[src/rtl/range_ctrl_pkg.sv]
// Shared types for the RangeFinder session sequencer.
// Holds the FSM encoding, default width and result record layout.
package range_ctrl_pkg;

    localparam int DEF_WIDTH = 10;
    localparam int DEF_CNT_W = 5;

    typedef enum logic [1:0] {
        IDLE     = 2'd0,
        RUN      = 2'd1,
        WAIT_RES = 2'd2,
        HOLD     = 2'd3
    } state_t;

    typedef struct packed {
        logic [DEF_WIDTH-1:0] range;
        logic [DEF_CNT_W-1:0] count;
        logic                 error;
        logic                 timeout;
    } result_t;

endpackage

[src/rtl/range_stall_timer.sv]
// Counts consecutive stall cycles inside a window.
// Flags the cycle whose increment reaches IDLE_TIMEOUT.
module range_stall_timer #(
    parameter int IDLE_TIMEOUT = 255
) (
    input  logic clock,
    input  logic reset,
    input  logic i_clr,
    input  logic i_inc,
    output logic o_term
);

    localparam int SW = (IDLE_TIMEOUT < 1) ? 1 : $clog2(IDLE_TIMEOUT + 1);
    localparam logic [SW-1:0] LIM = SW'(IDLE_TIMEOUT);
    localparam logic [SW-1:0] LAST = SW'((IDLE_TIMEOUT > 0) ? IDLE_TIMEOUT - 1 : 0);

    logic [SW-1:0] r_cnt;

    assign o_term = (IDLE_TIMEOUT != 0) && i_inc && (r_cnt == LAST);

    // Stall counter, saturating at the limit so it never wraps
    always_ff @(posedge clock or posedge reset) begin
        if (reset) begin
            r_cnt <= '0;
        end else if (i_clr) begin
            r_cnt <= '0;
        end else if (i_inc && (r_cnt != LIM)) begin
            r_cnt <= r_cnt + SW'(1);
        end
    end

endmodule

[src/rtl/range_session_ctrl.sv]
// Groups a valid/ready sample stream into RangeFinder windows
// and presents each window's range/error as a held result record.
module range_session_ctrl
    import range_ctrl_pkg::*;
#(
    parameter int WIDTH        = DEF_WIDTH,
    parameter int WINDOW       = 16,
    parameter int IDLE_TIMEOUT = 255
) (
    input  logic                             clock,
    input  logic                             reset,
    input  logic                             sample_valid,
    output logic                             sample_ready,
    input  logic [WIDTH-1:0]                 sample_data,
    input  logic                             flush,
    output logic [WIDTH-1:0]                 rf_data,
    output logic                             rf_go,
    output logic                             rf_finish,
    input  logic [WIDTH-1:0]                 rf_range,
    input  logic                             rf_error,
    output logic                             result_valid,
    input  logic                             result_ready,
    output logic [WIDTH-1:0]                 result_range,
    output logic [$clog2(WINDOW+1)-1:0]      result_count,
    output logic                             result_error,
    output logic                             result_timeout,
    output logic                             busy
);

    localparam int CW = $clog2(WINDOW + 1);

    state_t           r_state;
    logic [CW-1:0]    r_count;
    logic [WIDTH-1:0] r_held;
    logic             r_timeout;
    logic             r_res_valid;
    logic [WIDTH-1:0] r_res_range;
    logic [CW-1:0]    r_res_count;
    logic             r_res_error;
    logic             r_res_timeout;

    logic w_accept;
    logic w_run_last;
    logic w_term;
    logic w_clr;
    logic w_inc;

    assign sample_ready = (r_state == IDLE) || (r_state == RUN);
    assign w_accept     = sample_valid && sample_ready;
    assign w_run_last   = (r_count + CW'(1)) == CW'(WINDOW);
    assign rf_data      = w_accept ? sample_data : r_held;
    assign busy         = (r_state != IDLE);

    assign w_inc = (r_state == RUN) && !w_accept;
    assign w_clr = (r_state != RUN) || w_accept;

    assign result_valid   = r_res_valid;
    assign result_range   = r_res_range;
    assign result_count   = r_res_count;
    assign result_error   = r_res_error;
    assign result_timeout = r_res_timeout;

    range_stall_timer #(
        .IDLE_TIMEOUT(IDLE_TIMEOUT)
    ) u_stall (
        .clock  (clock),
        .reset  (reset),
        .i_clr  (w_clr),
        .i_inc  (w_inc),
        .o_term (w_term)
    );

    // RangeFinder strobes: go opens a window, finish closes it
    always_comb begin
        rf_go     = 1'b0;
        rf_finish = 1'b0;
        unique case (r_state)
            IDLE: begin
                rf_go     = w_accept;
                rf_finish = w_accept && ((WINDOW == 1) || flush);
            end
            RUN: begin
                if (w_accept) begin
                    rf_finish = w_run_last || flush;
                end else begin
                    rf_finish = w_term;
                end
            end
            default: begin
            end
        endcase
    end

    // Window sequencing, sample hold and result capture
    always_ff @(posedge clock or posedge reset) begin
        if (reset) begin
            r_state       <= IDLE;
            r_count       <= '0;
            r_held        <= '0;
            r_timeout     <= 1'b0;
            r_res_valid   <= 1'b0;
            r_res_range   <= '0;
            r_res_count   <= '0;
            r_res_error   <= 1'b0;
            r_res_timeout <= 1'b0;
        end else begin
            unique case (r_state)
                IDLE: begin
                    if (w_accept) begin
                        r_count   <= CW'(1);
                        r_held    <= sample_data;
                        r_timeout <= 1'b0;
                        r_state   <= rf_finish ? WAIT_RES : RUN;
                    end
                end
                RUN: begin
                    if (w_accept) begin
                        r_count <= r_count + CW'(1);
                        r_held  <= sample_data;
                    end else if (w_term) begin
                        r_timeout <= 1'b1;
                    end
                    if (rf_finish) begin
                        r_state <= WAIT_RES;
                    end
                end
                WAIT_RES: begin
                    r_res_valid   <= 1'b1;
                    r_res_range   <= rf_range;
                    r_res_count   <= r_count;
                    r_res_error   <= rf_error;
                    r_res_timeout <= r_timeout;
                    r_state       <= HOLD;
                end
                HOLD: begin
                    if (result_ready) begin
                        r_res_valid <= 1'b0;
                        r_count     <= '0;
                        r_timeout   <= 1'b0;
                        r_state     <= IDLE;
                    end
                end
                default: r_state <= IDLE;
            endcase
        end
    end

endmodule

[config.mk]
export PLATFORM = sky130hd
export DESIGN_NAME = range_session_ctrl
export DESIGN_NICKNAME = d
export VERILOG_FILES = /design/src/rtl/range_ctrl_pkg.sv /design/src/rtl/range_stall_timer.sv /design/src/rtl/range_session_ctrl.sv
export SDC_FILE = /design/constraint.sdc
export NUM_CORES = 1
export LEC_CHECK = 0
export ABC_AREA = 1
export CAP_MARGIN = 10
export CORE_ASPECT_RATIO = 1.5
export CORE_UTILIZATION = 49
export CTS_CLUSTER_SIZE = 20
export DETAILED_ROUTE_END_ITERATION = 10
export PLACE_DENSITY = 0.8
export SLEW_MARGIN = 10
export SYNTH_ARGS = -nofsm -noshare
export SYNTH_HDL_FRONTEND = slang
export SYNTH_HIERARCHICAL = 1
export SYNTH_SLANG_ARGS = --single-unit
[constraint.sdc]
create_clock -name clock -period 2.3 [get_ports clock]
set_input_delay 0.46 -clock clock [delete_from_list [all_inputs] [get_ports clock]]
set_output_delay 0.46 -clock clock [all_outputs]
set_load 0.005 [all_outputs]
==> After elaboration in Yosys (flattened, before gate mapping) <==
Index checks and enable logic that the tools add are counted.
{ "word_totals": {"reg_bits": 44, "input_bits": 26, "out_inout_bits": 32} }
{ "op_classes": {"addsub": 2, "eq_ne": 13, "n_mux": 21, "reduce_logical": 19} }
{ "op_table": {"columns": ["operator", "count"], "rows": [
  ["$mux 8", 2],
  ["$mux 5", 3],
  ["$pmux 5 s3", 1],
  ["$ne 2x2->1 const B", 6],
  ["$mux 10", 1],
  ["$add 8x1->8 const B", 1],
  ["$eq 8x8->1 const B", 1],
  ["$mux 2", 4],
  ["$ne 8x8->1 const B", 1],
  ["$pmux 2 s4", 1],
  ["$mux 1", 6],
  ["$reduce_bool 2->1", 3],
  ["$add 5x1->5 const B", 1],
  ["$eq 5x5->1 const B", 1],
  ["$logic_and 1x1->1", 5],
  ["$reduce_and 5->1", 1],
  ["$eq 2x2->1 const B", 2],
  ["$pmux 1 s2", 2],
  ["$reduce_and 4->1", 1],
  ["$logic_or 1x1->1", 3],
  ["$pmux 1 s3", 1],
  ["$reduce_and 3->1", 1],
  ["$reduce_bool 3->1", 1],
  ["$eq 2x1->1 const B", 1],
  ["5 further kinds", 5]
]} }

==> Longest topological paths before layout <==
Gate-level depths: netlist of the first run.
{ "depth": {"depth_word": 11, "depth_mapped": 14} }

==> Hierarchy <==
Netlist of the first run, hierarchy kept.
{ "by_module_without_submodules": {"columns": ["mod", "instances", "cells_each", "area_per_inst_um2", "seq_area_each_um2"], "rows": [
  ["range_session_ctrl", 1, 190, 1773.0, 900.9],
  ["range_stall_timer", 1, 77, 531.8, 200.2]
]} }

==> Worst setup path before layout of the first run <==
No wires, ideal clock.
{ "synth_path": {"path_type": "register -> output", "from": "reg r_state[1]", "to": "out rf_finish", "arrival_ps": 1548, "required_ps": 1840, "path_slack_ps": 292, "path_stages_with_launch": 11, "n_path_buf": 0, "path_cell_list": "dfrtp_1 -> inv_1 -> ha_1 -> inv_2 -> nor2_4 -> nand2_1 -> nor4_1 -> nand2_2 -> o21ai_2 -> inv_2 -> nand2_1"} }
{ "synth_between": {"elab_chain_len": 8} }
{ "synth_rtl": {"columns": ["element", "line_no", "source"], "rows": [
  ["start, declared", "range_session_ctrl.sv:32", "state_t r_state;"],
  ["start signal, assigned", "range_session_ctrl.sv:113", "r_state <= rf_finish ? WAIT_RES : RUN;"],
  ["$eq 2x1->1 or $logic_not 2->1 (tied branches)", "range_session_ctrl.sv:48, range_session_ctrl.sv:54", null],
  ["$logic_or 1x1->1", "range_session_ctrl.sv:48", "assign sample_ready = (r_state == IDLE) || (r_state == RUN);"],
  ["$logic_and 1x1->1", "range_session_ctrl.sv:49", "assign w_accept = sample_valid && sample_ready;"],
  ["$logic_not 1->1", "range_session_ctrl.sv:54", "assign w_inc = (r_state == RUN) && !w_accept;"],
  ["$logic_and 1x1->1 *", "range_session_ctrl.sv:54", null],
  ["named net w_inc", "range_session_ctrl.sv:46", "logic w_inc;"],
  ["$logic_and 1x1->1 *", "range_stall_timer.sv:19", "assign o_term = (IDLE_TIMEOUT != 0) && i_inc && (r_cnt == LAST);"],
  ["named net w_term", "range_session_ctrl.sv:44", "logic w_term;"],
  ["$mux 1 *", "range_session_ctrl.sv:83", "if (w_accept) begin"],
  ["$pmux 1 s2 *", "range_session_ctrl.sv:77", "unique case (r_state)"],
  ["end, declared", "range_session_ctrl.sv:18", "output logic rf_finish,"]
]} }
The timed path passes the listed nets; every way through them passes the cells marked *.

==> Worst setup path in the final report of the first run <==
{ "layout_path": {"from": "reg r_state[0]", "to": "out rf_data[8]"} }
{ "layout_between": {"elab_chain_len": 4} }
{ "layout_rtl": {"columns": ["element", "line_no", "source"], "rows": [
  ["$eq 2x1->1 or $logic_not 2->1 (tied branches)", "range_session_ctrl.sv:48", null],
  ["$logic_or 1x1->1 *", "range_session_ctrl.sv:48", null],
  ["$logic_and 1x1->1 *", "range_session_ctrl.sv:49", null],
  ["$mux 10 *", null, null],
  ["end, declared", "range_session_ctrl.sv:16", "output logic [WIDTH-1:0] rf_data,"]
]} }
Mark *: on every way between the ends. The rest lies on a longest branch, timed or not.

==> flow_summary.ini, run 1 <==
[sta]
drv_slew = 0
hold_violations = 0
grt_setup_unrepaired = true
maxSlewHeadroom_pct = 59.95
fin_crit_ps = 2254
period_share_pct = 98.01
holdWs_ps = 422.5
tightest_slew_ps = 600.1
final.setup_skew_ps = 6.122
max_freq_mhz = 443.6
final-setup-viol-count = 0

[setup_path]
r2r_cells = 12
reg2reg_slack_ps = 420
slowest_delay_ps = 450
slowest_stage = dfrtp_2
crit_end = rf_data[8]
cp_top_family = buffers and inverters
worst-setup-path-type = reg -> out
cp.required_ps = 1840
path_depth = 9
critPathLaunch = r_state[0]
path_cells = inv_2 > ha_4 > inv_4 > nand2_8 > nand2_8 > buf_6 > buf_4 > mux2_2 > buf_2
crit_top_cell = nand2_8
reg2reg_to = r_count[0]
end_kind = output pin
worstSetupStartpointType = flop
cp_data_arrival_time_ps = 1790
crit_fanout = 4
cp_num_buf_inv = 5
timing.rr.start = r_state[0]

[pwr]
seqPwrFrac_pct = 32.0
p_switching_mw = 1.260
ir_drop_mv = 0.6999
power_density_nw_per_um2 = 1108
clkPwrFrac_pct = 16.6
swShare_pct = 34.56
p_leak_nw = 1.622
p_int_mw = 2.385
combPwrFrac_pct = 51.5

[yosys]
synth_seq_cells = 44
syn_nets = 301
synth_edf_count = 0
synth_warnings = 6
ys_seq_area_share_pct = 47.77
syn_avg_cell_area_um2 = 8.632
synthArstFlopShare_pct = 100.0
syn_area_um2 = 2305
synth_flop_cell = dfrtp_1
syn_inst = 267
synth_cell_types = 26

[global_route]
grt_pass1_wl_um = 8700
grt_max_degree = 37
grt_pass1_vias = 2042
grt_use_total_pct = 22.80
grt_antenna_before_repair = 0
grt_overflow = 0

[cts]
cts_tree = yes
htree_num_levels = 2
clockRootBuffer = clkbuf_8
cts_hold_buffers = 0
cts.path.max_buffers = 2
clk_pin_slew_worst_paths_ps = 90
clk_latency_ps = 300
clock-sinks = 44
cts_buffers = 5

[drt]
drt-total-wl_um = 5140
vias = 1986
drt_iter0_drc = 72
drc = 7
drtPass1Iterations = 7
wl_per_cell_um = 12.75
ant_nets = 0
via_per_inst = 4.928

[finish]
n_antenna_cell = 0
drive_gt1_share_pct = 25.63
nNetsFinal = 388
area_growth_pct = 42.78
post-route-cell-area_um2 = 3291
fin_cells = 403
postLayoutCoreUtil_pct = 73.06

[placed_design]
dpl.hpwl_um = 3641
placed_area_um2 = 3033
placed_cells = 384
gp_congestion = 0.7693
io_buffers = 57

[run]
drv_cap = 0

[die]
row_count = 30
io_pins = 58
core_area_um2 = 4504
die_area_um2 = 4987
die_h_um = 86.00
start_util_pct = 51.17
die_w_um = 58.00

[hold_path]
hp-class = in -> async

[run_status]
status = finished with violations
violations = design-rule violations
[power groups by stage]
stage | Combinational, mW | Clock (mW) | Sequential, mW
final | 1.88 | 0.604 | 1.17
after global placement | 1.65 | 0 | 1.16
after floorplan | 0.864 | 0 | 1.17
after CTS | 1.87 | 0.619 | 1.16
after global routing | 2.08 | 0.655 | 1.19
after detailed placement | 1.69 | 0 | 1.17
[cells in the final DEF (no fill, tap or decap), types with 3 or more instances in the layout]
master / instances
nand2_1: 92
dfrtp_1: 43
clkdlybuf4s50_1: 42
buf_4: 25
inv_1: 22
mux2_2: 17
nand3_1: 14
nor2_1: 12
o21ai_0: 10
nand2_2: 7
inv_2: 6
ha_1: 6
buf_2: 6
clkbuf_8: 5
dlygate4sd2_1: 5
buf_6: 4
nor2_4: 3
nand4_1: 3
dlymetal6s2s_1: 3
o21ai_1: 3
[worst min-delay path by stage]
| stage | startpoint | end | slack, ps | cells after the start |
|---|---|---|---|---|
| detailed placement | result_range[6] | result_range[6] | 460 | 2 |
| global placement | result_range[9] | result_range[9] | 450 | 2 |
| floorplan | reset | u_stall/r_cnt[0] | 280 | 1 |
| finish | reset | u_stall/r_cnt[3] | 420 | 2 |
| global route | reset | u_stall/r_cnt[5] | 470 | 2 |
| CTS | reset | u_stall/r_cnt[5] | 430 | 2 |
[through the flow]
| stage | worst slack, ps | setup TNS [ps] | power, mW |
|---|---|---|---|
| 2_1_floorplan | 292.1 | 0 | 2.030 |
| 4_1_cts | -18.42 | -18.42 | 3.652 |
| 3_5_place_dp | -332.1 | -3598 | 2.864 |
| 6_report | 45.85 | 0 | 3.645 |
| 5_1_grt | -14.02 | -26.77 | 3.923 |
| 3_3_place_gp | -312.9 | -3404 | 2.811 |
[logic make-up after synthesis]
kind of cell,after synthesis,share of synthesized area (%)
flip-flops,44,47.77
buffers and inverters,37,6.731
AND/OR/NAND/NOR,137,25.90
AO/OA/AOI/OAI,19,4.723
adder cells (fa/ha/maj),8,4.343
XOR/XNOR,2,0.7602
multiplexers,20,9.772
[per-layer routing]
metal | routed length (um) | track usage, %
met5 | 0 | 0
met4 | 109 | 11.90
met3 | 235 | 4.525
met2 | 2693 | 41.17
met1 | 2101 | 24.39
[state kept, by name, indices dropped and copies added, names as in the netlist]
signal          flops
r_count             5
result_valid        1
u_stall/r_cnt       8
result_count        5
r_timeout           1
result_timeout      1
r_state             2
result_error        1
r_held             10
result_range       10
[area by class of cell]
type	instances	area (um2)
fillers	334	1214
multi-input cells	187	1125
flip-flops and latches	44	1102
repair buffers	85	764.5
inverters	31	122.6
clock buffers	5	68.82
well taps	48	60.06
clock inverters	3	47.55
[Yosys cell counts (all sizes together), types with 2 or more instances]
library cell | number | share of area (%)
buf | 2 | 0.98
clkbuf | 4 | 0.65
dfrtp | 44 | 48
ha | 8 | 4.3
inv | 30 | 4.9
mux2 | 20 | 9.8
nand2 | 102 | 18
nand3 | 14 | 3.0
nand4 | 3 | 0.81
nor2 | 17 | 4.0
o21ai | 14 | 3.2
o22ai | 2 | 0.54
xor2 | 2 | 0.76
[timing repair]
action | 4_1_cts | 5_1_grt
resized for setup | 52 | 5
buffers inserted | 8 | 3
pin swaps | 7 | 5
cloned | 1 | 0
endpoints found under the setup margin | 12 | 12
[worst register-to-register path: stages (launching register included)]
cell and delay, ps:
dfrtp_2 450, inv_2 90, ha_4 150, inv_4 50, buf_4 120, buf_4 120
buf_4 130, o22ai_1 210, nor2_2 90, inv_1 140, nor2_4 60, nand2_1 70
o21ai_0 90
(Power assumes the default switching activity.)
==> inputs of run 2 (changes only) <==
TNS_END_PERCENT = 20   (was unset)
==> run 2 against run 1 <==
  * The run still ends with design-rule violations left
  * Maximum frequency grew 1.0%
  * Clock skew down 2.5 ps
  * Final cell count fell by 0.74%
  * Critical path depth grew 2
  * Register-to-register slack improved by 90 ps
  * Core utilization shrank 0.67 points
  * Flip-flop and latch count unchanged
  * Non-clock buffer count is 3 lower
  * Cell area fell by 0.91%
==> flow_summary.ini, run 2 (synthesis results as in run 1) <==
[run_status]
status = finished with violations
violations = design-rule violations

[global_route]
grt_pass1_wl_um = 8707
grt_max_degree = 37
grt_overflow = 0
grt_pass1_vias = 2054
grt_use_total_pct = 22.89
grt_antenna_before_repair = 0

[finish]
final_cell_mix = 91 x nand2_1, 43 x clkdlybuf4s50_1, 43 x dfrtp_1, 24 x buf_4, 22 x inv_1
n_antenna_cell = 0
post-route-cell-area_um2 = 3261
drive_gt1_share_pct = 25.57
area_growth_pct = 41.48
final_common_cell = nand2_1
nNetsFinal = 385

[placed_design]
gp_congestion = 0.7693
dpl.hpwl_um = 3641
io_buffers = 57
placed_area_um2 = 3033

[sta]
hold_violations = 0
drv_slew = 0
max_freq_mhz = 448.2
setup-tns-final_ps = 0
final.setup_skew_ps = 3.628
maxSlewHeadroom_pct = 60.34
tightest_slew_ps = 594.3
period_share_pct = 97.01
fin_crit_ps = 2231
final-setup-viol-count = 0

[cts]
cts_tree = yes
clk_latency_ps = 300
htree_num_levels = 2
cts_buffers = 5
cts.path.max_buffers = 2
clock-sinks = 44
clockRootBuffer = clkbuf_8
clk_pin_slew_worst_paths_ps = 90

[drt]
drc = 7
wl_per_cell_um = 13.12
drtPass1Iterations = 7
via_per_inst = 5.008
drt-total-wl_um = 5248
drt_iter0_drc = 65
ant_nets = 0
vias = 2003

[run]
drv_cap = 0

[setup_path]
worstSetupStartpointType = flop
cp.required_ps = 1840
crit_fanout = 3
r2r_cells = 11
timing.rr.start = r_state[1]
worst-setup-path-type = reg -> out
end_kind = output pin
cp_data_arrival_time_ps = 1770
reg2reg_slack_ps = 510
reg2reg_to = r_count[0]

[die]
die_area_um2 = 4987
row_count = 30
start_util_pct = 51.17
die_w_um = 58.00
io_pins = 58
die_h_um = 86.00
core_area_um2 = 4504

[hold_path]
hp-class = in -> async

[pwr]
power_density_nw_per_um2 = 1105
ir_drop_mv = 0.7143
p_leak_nw = 1.604
-- run 2: cell type report --
type / count / area, um2
Inverter: 31 / 125.1
Sequential cell: 44 / 1102
Multi-Input combinational cell: 187 / 1132
Timing Repair Buffer: 82 / 724.4
Fill cell: 339 / 1244
Clock buffer: 5 / 68.82
Tap cell: 48 / 60.06
Clock inverter: 3 / 47.55
-- run 2: worst max path at each step --
stage / start / to / slack, ps
5_1_grt: r_state[1] / rf_finish / -20
4_1_cts: r_state[0] / rf_data[9] / -20
2_1_floorplan: r_state[1] / rf_finish / 290
6_report: r_state[1] / rf_finish / 70
3_5_place_dp: sample_valid / rf_data[7] / -330
3_3_place_gp: sample_valid / rf_data[5] / -310
-- run 2: power by group --
| group | switching (mW) | leakage [nW] | internal (mW) |
|---|---|---|---|
| Clock | 0.278 | 0.0583 | 0.327 |
| Sequential | 0.141 | 0.561 | 1.02 |
| Combinational | 0.843 | 0.984 | 0.987 |
| Total | 1.26 | 1.60 | 2.34 |
-- run 2: timing repair --
| item | in CTS | in global routing |
|---|---|---|
| pin swaps | 7 | 1 |
| cloned | 1 | 0 |
| resized for setup | 40 | 11 |
| hold buffers | 0 | 0 |
| endpoints found under the setup margin | 12 | 12 |
| buffers inserted | 7 | 0 |
-- run 2: routing by layer --
layer	GRT usage, %	up-vias	wire length [um]	share of wire, %
met5	0	-	0	0
met4	13.20	0	138	2.6
met3	4.977	12	274	5.2
met2	40.86	61	2758	53
met1	24.10	913	2076	40
li1	-	1017	-	-
-- run 2: stage by stage --
step	cells	setup slack (ps)	power, mW	util (%)	hold slack [ps]
finish	400	68.77	3.602	72.39	424.9
CTS	400	-22.78	3.647	72.61	429.4
floorplan	267	292.1	2.030	-	275.7
global route	400	-17.37	3.875	72.39	468.0
global placement	384	-312.9	2.811	67.33	452.5
detailed placement	384	-332.1	2.864	67.33	458.6
-- run 2: worst max-delay path, cell delays in order (launching register included) --
cell     delay (ps)
dfrtp_1         400
inv_2           120
ha_4            170
inv_6            50
nor2_4           90
nand2_2          80
nor4_4          150
nand2_2         100
o21ai_2          70
inv_2            50
nand2_2          70
buf_2           110
==> inputs of run 3 (changes only) <==
GPL_ROUTABILITY_DRIVEN = 0   (was unset)
SETUP_SLACK_MARGIN = 0.5   (was unset)
==> run 3 against run 2 <==
  * The run ends with design-rule violations, negative setup slack left
  * Combinational power grew 16%
  * First-iteration DRC count increased by 25%
  * Sequential power hardly changed
  * Clock power shrank 18%
  * Via count rose by 0.35%
  * Total power is 5.3% higher
  * Critical endpoint is now rf_data[5]
  * Largest cell class unchanged
  * Largest power group unchanged
==> flow_summary.ini, run 3 (synthesis results as in run 1) <==
[run_status]
status = finished with violations
violations = design-rule violations, negative setup slack

[finish]
fin_cells = 403
area_growth_pct = 46.31
post-route-cell-area_um2 = 3372
postLayoutCoreUtil_pct = 74.86
final_common_cell = nand2_1
n_antenna_cell = 0
drive_gt1_share_pct = 28.17
fillers = 330
nNetsFinal = 388
final_cell_mix = 91 x nand2_1, 43 x dfrtp_1, 42 x clkdlybuf4s50_1, 24 x buf_4, 21 x inv_1

[pwr]
seqPwrFrac_pct = 31.1
ir_drop_mv = 0.7997
power_density_nw_per_um2 = 1125
p_switching_mw = 1.292
swShare_pct = 34.06
combPwrFrac_pct = 55.8
clkPwrFrac_pct = 13.1
power_mw = 3.794
p_leak_nw = 1.668
p_int_mw = 2.502

[drt]
route.met3.wl_um = 205
top_layer_used = met4
drc = 3
drt_iter0_drc = 81
via_per_inst = 4.988
vias = 2010
wl_per_cell_um = 13.36
drtPass1Iterations = 7
ant_nets = 0
drt-total-wl_um = 5384
drt-met1-wl_um = 2118
wl_met2_um = 2936

[cts]
cts_tree = yes
clk_pin_slew_worst_paths_ps = 80
cts.path.max_buffers = 2
cts_buffers = 5
clockRootBuffer = clkbuf_8
clock-sinks = 44
htree_num_levels = 2
clk_latency_ps = 290
cts_hold_buffers = 0

[global_route]
grt_antenna_before_repair = 0
grt_max_degree = 37
grt_overflow = 0
grt_pass1_vias = 1943
grt_pass1_wl_um = 8562
grt_use_total_pct = 22.24

[sta]
fin_crit_ps = 2355
maxSlewHeadroom_pct = 69.35
setup_slack_ps = -55.35
final-setup-viol-count = 10
drv_slew = 0
hold_violations = 0
max_freq_mhz = 424.6
final.setup_skew_ps = 6.401
period_share_pct = 102.4
grt_setup_unrepaired = true
tightest_slew_ps = 459.8

[setup_path]
crit_fanout = 8
cp_data_arrival_time_ps = 1900
reg2reg_to = r_held[9]
worst-setup-path-type = reg -> out
reg2reg_slack_ps = 490
timing.rr.start = r_state[1]
r2r_cells = 11
end_kind = output pin
cp.required_ps = 1840
worstSetupStartpointType = flop
critPathLaunch = r_state[1]

[die]
io_pins = 58
die_w_um = 58.00
start_util_pct = 51.17
die_h_um = 86.00
die_area_um2 = 4987
core_area_um2 = 4504
row_count = 30

[placed_design]
placed_cells = 384
placed_area_um2 = 3064
io_buffers = 57
dpl.hpwl_um = 3550

[hold_path]
hp-class = in -> async

[run]
drv_cap = 0
==> run 3: area by class of cell <==
type	count	area, um2	area share [%]
flip-flops and latches	44	1102	32.69
well taps	48	60.06	1.781
clock inverters	2	10.01	0.2968
multi-input cells	186	1142	33.88
inverters	31	123.9	3.673
repair buffers	86	850.8	25.23
clock buffers	6	82.58	2.449
==> run 3: how the worst max path moves through the flow <==
stage                 endpoint  cells past startpoint
global route        rf_data[5]                     10
finish              rf_data[5]                     10
CTS                 rf_data[8]                     10
floorplan            rf_finish                     10
global placement     rf_finish                      9
detailed placement   rf_finish                      9
==> run 3: routing by layer <==
| metal | up-vias | track usage [%] |
|---|---|---|
| li1 | 1015 | - |
| met3 | 11 | 4.374 |
| met2 | 48 | 41.38 |
| met1 | 936 | 24.53 |
| met5 | - | 0 |
| met4 | 0 | 7.576 |
==> run 3: power groups by stage <==
stage	logic [mW]	registers, mW	clock network (mW)
floorplan	0.882	1.17	0
global placement	1.69	1.17	0
detailed placement	1.73	1.18	0
CTS	1.98	1.17	0.512
global route	2.32	1.21	0.551
finish	2.12	1.18	0.499
==> run 3: repair_timing <==
item	in CTS	in global routing
endpoints found under the setup margin	16	22
cloned	1	0
pin swaps	3	4
setup buffers	9	1
resized for setup	71	13
==> run 3: worst max-delay path: stages (launching register included) <==
cell and delay, ps:
dfrtp_1 400, inv_2 90, buf_6 110, ha_4 130
inv_4 40, nand2_4 60, nand2_4 70, buf_12 140
buf_12 130, mux2_4 310, buf_6 120
==> run 3: stage by stage <==
step / hold slack (ps) / worst slack, ps / TNS, ps
4_1_cts: 435.0 / -36.73 / -326.3
3_3_place_gp: 453.1 / -219.9 / -2099
6_report: 435.2 / -55.35 / -390.7
2_1_floorplan: 275.7 / 426.2 / 0
3_5_place_dp: 458.5 / -285.1 / -2471
5_1_grt: 471.4 / -113.8 / -1016
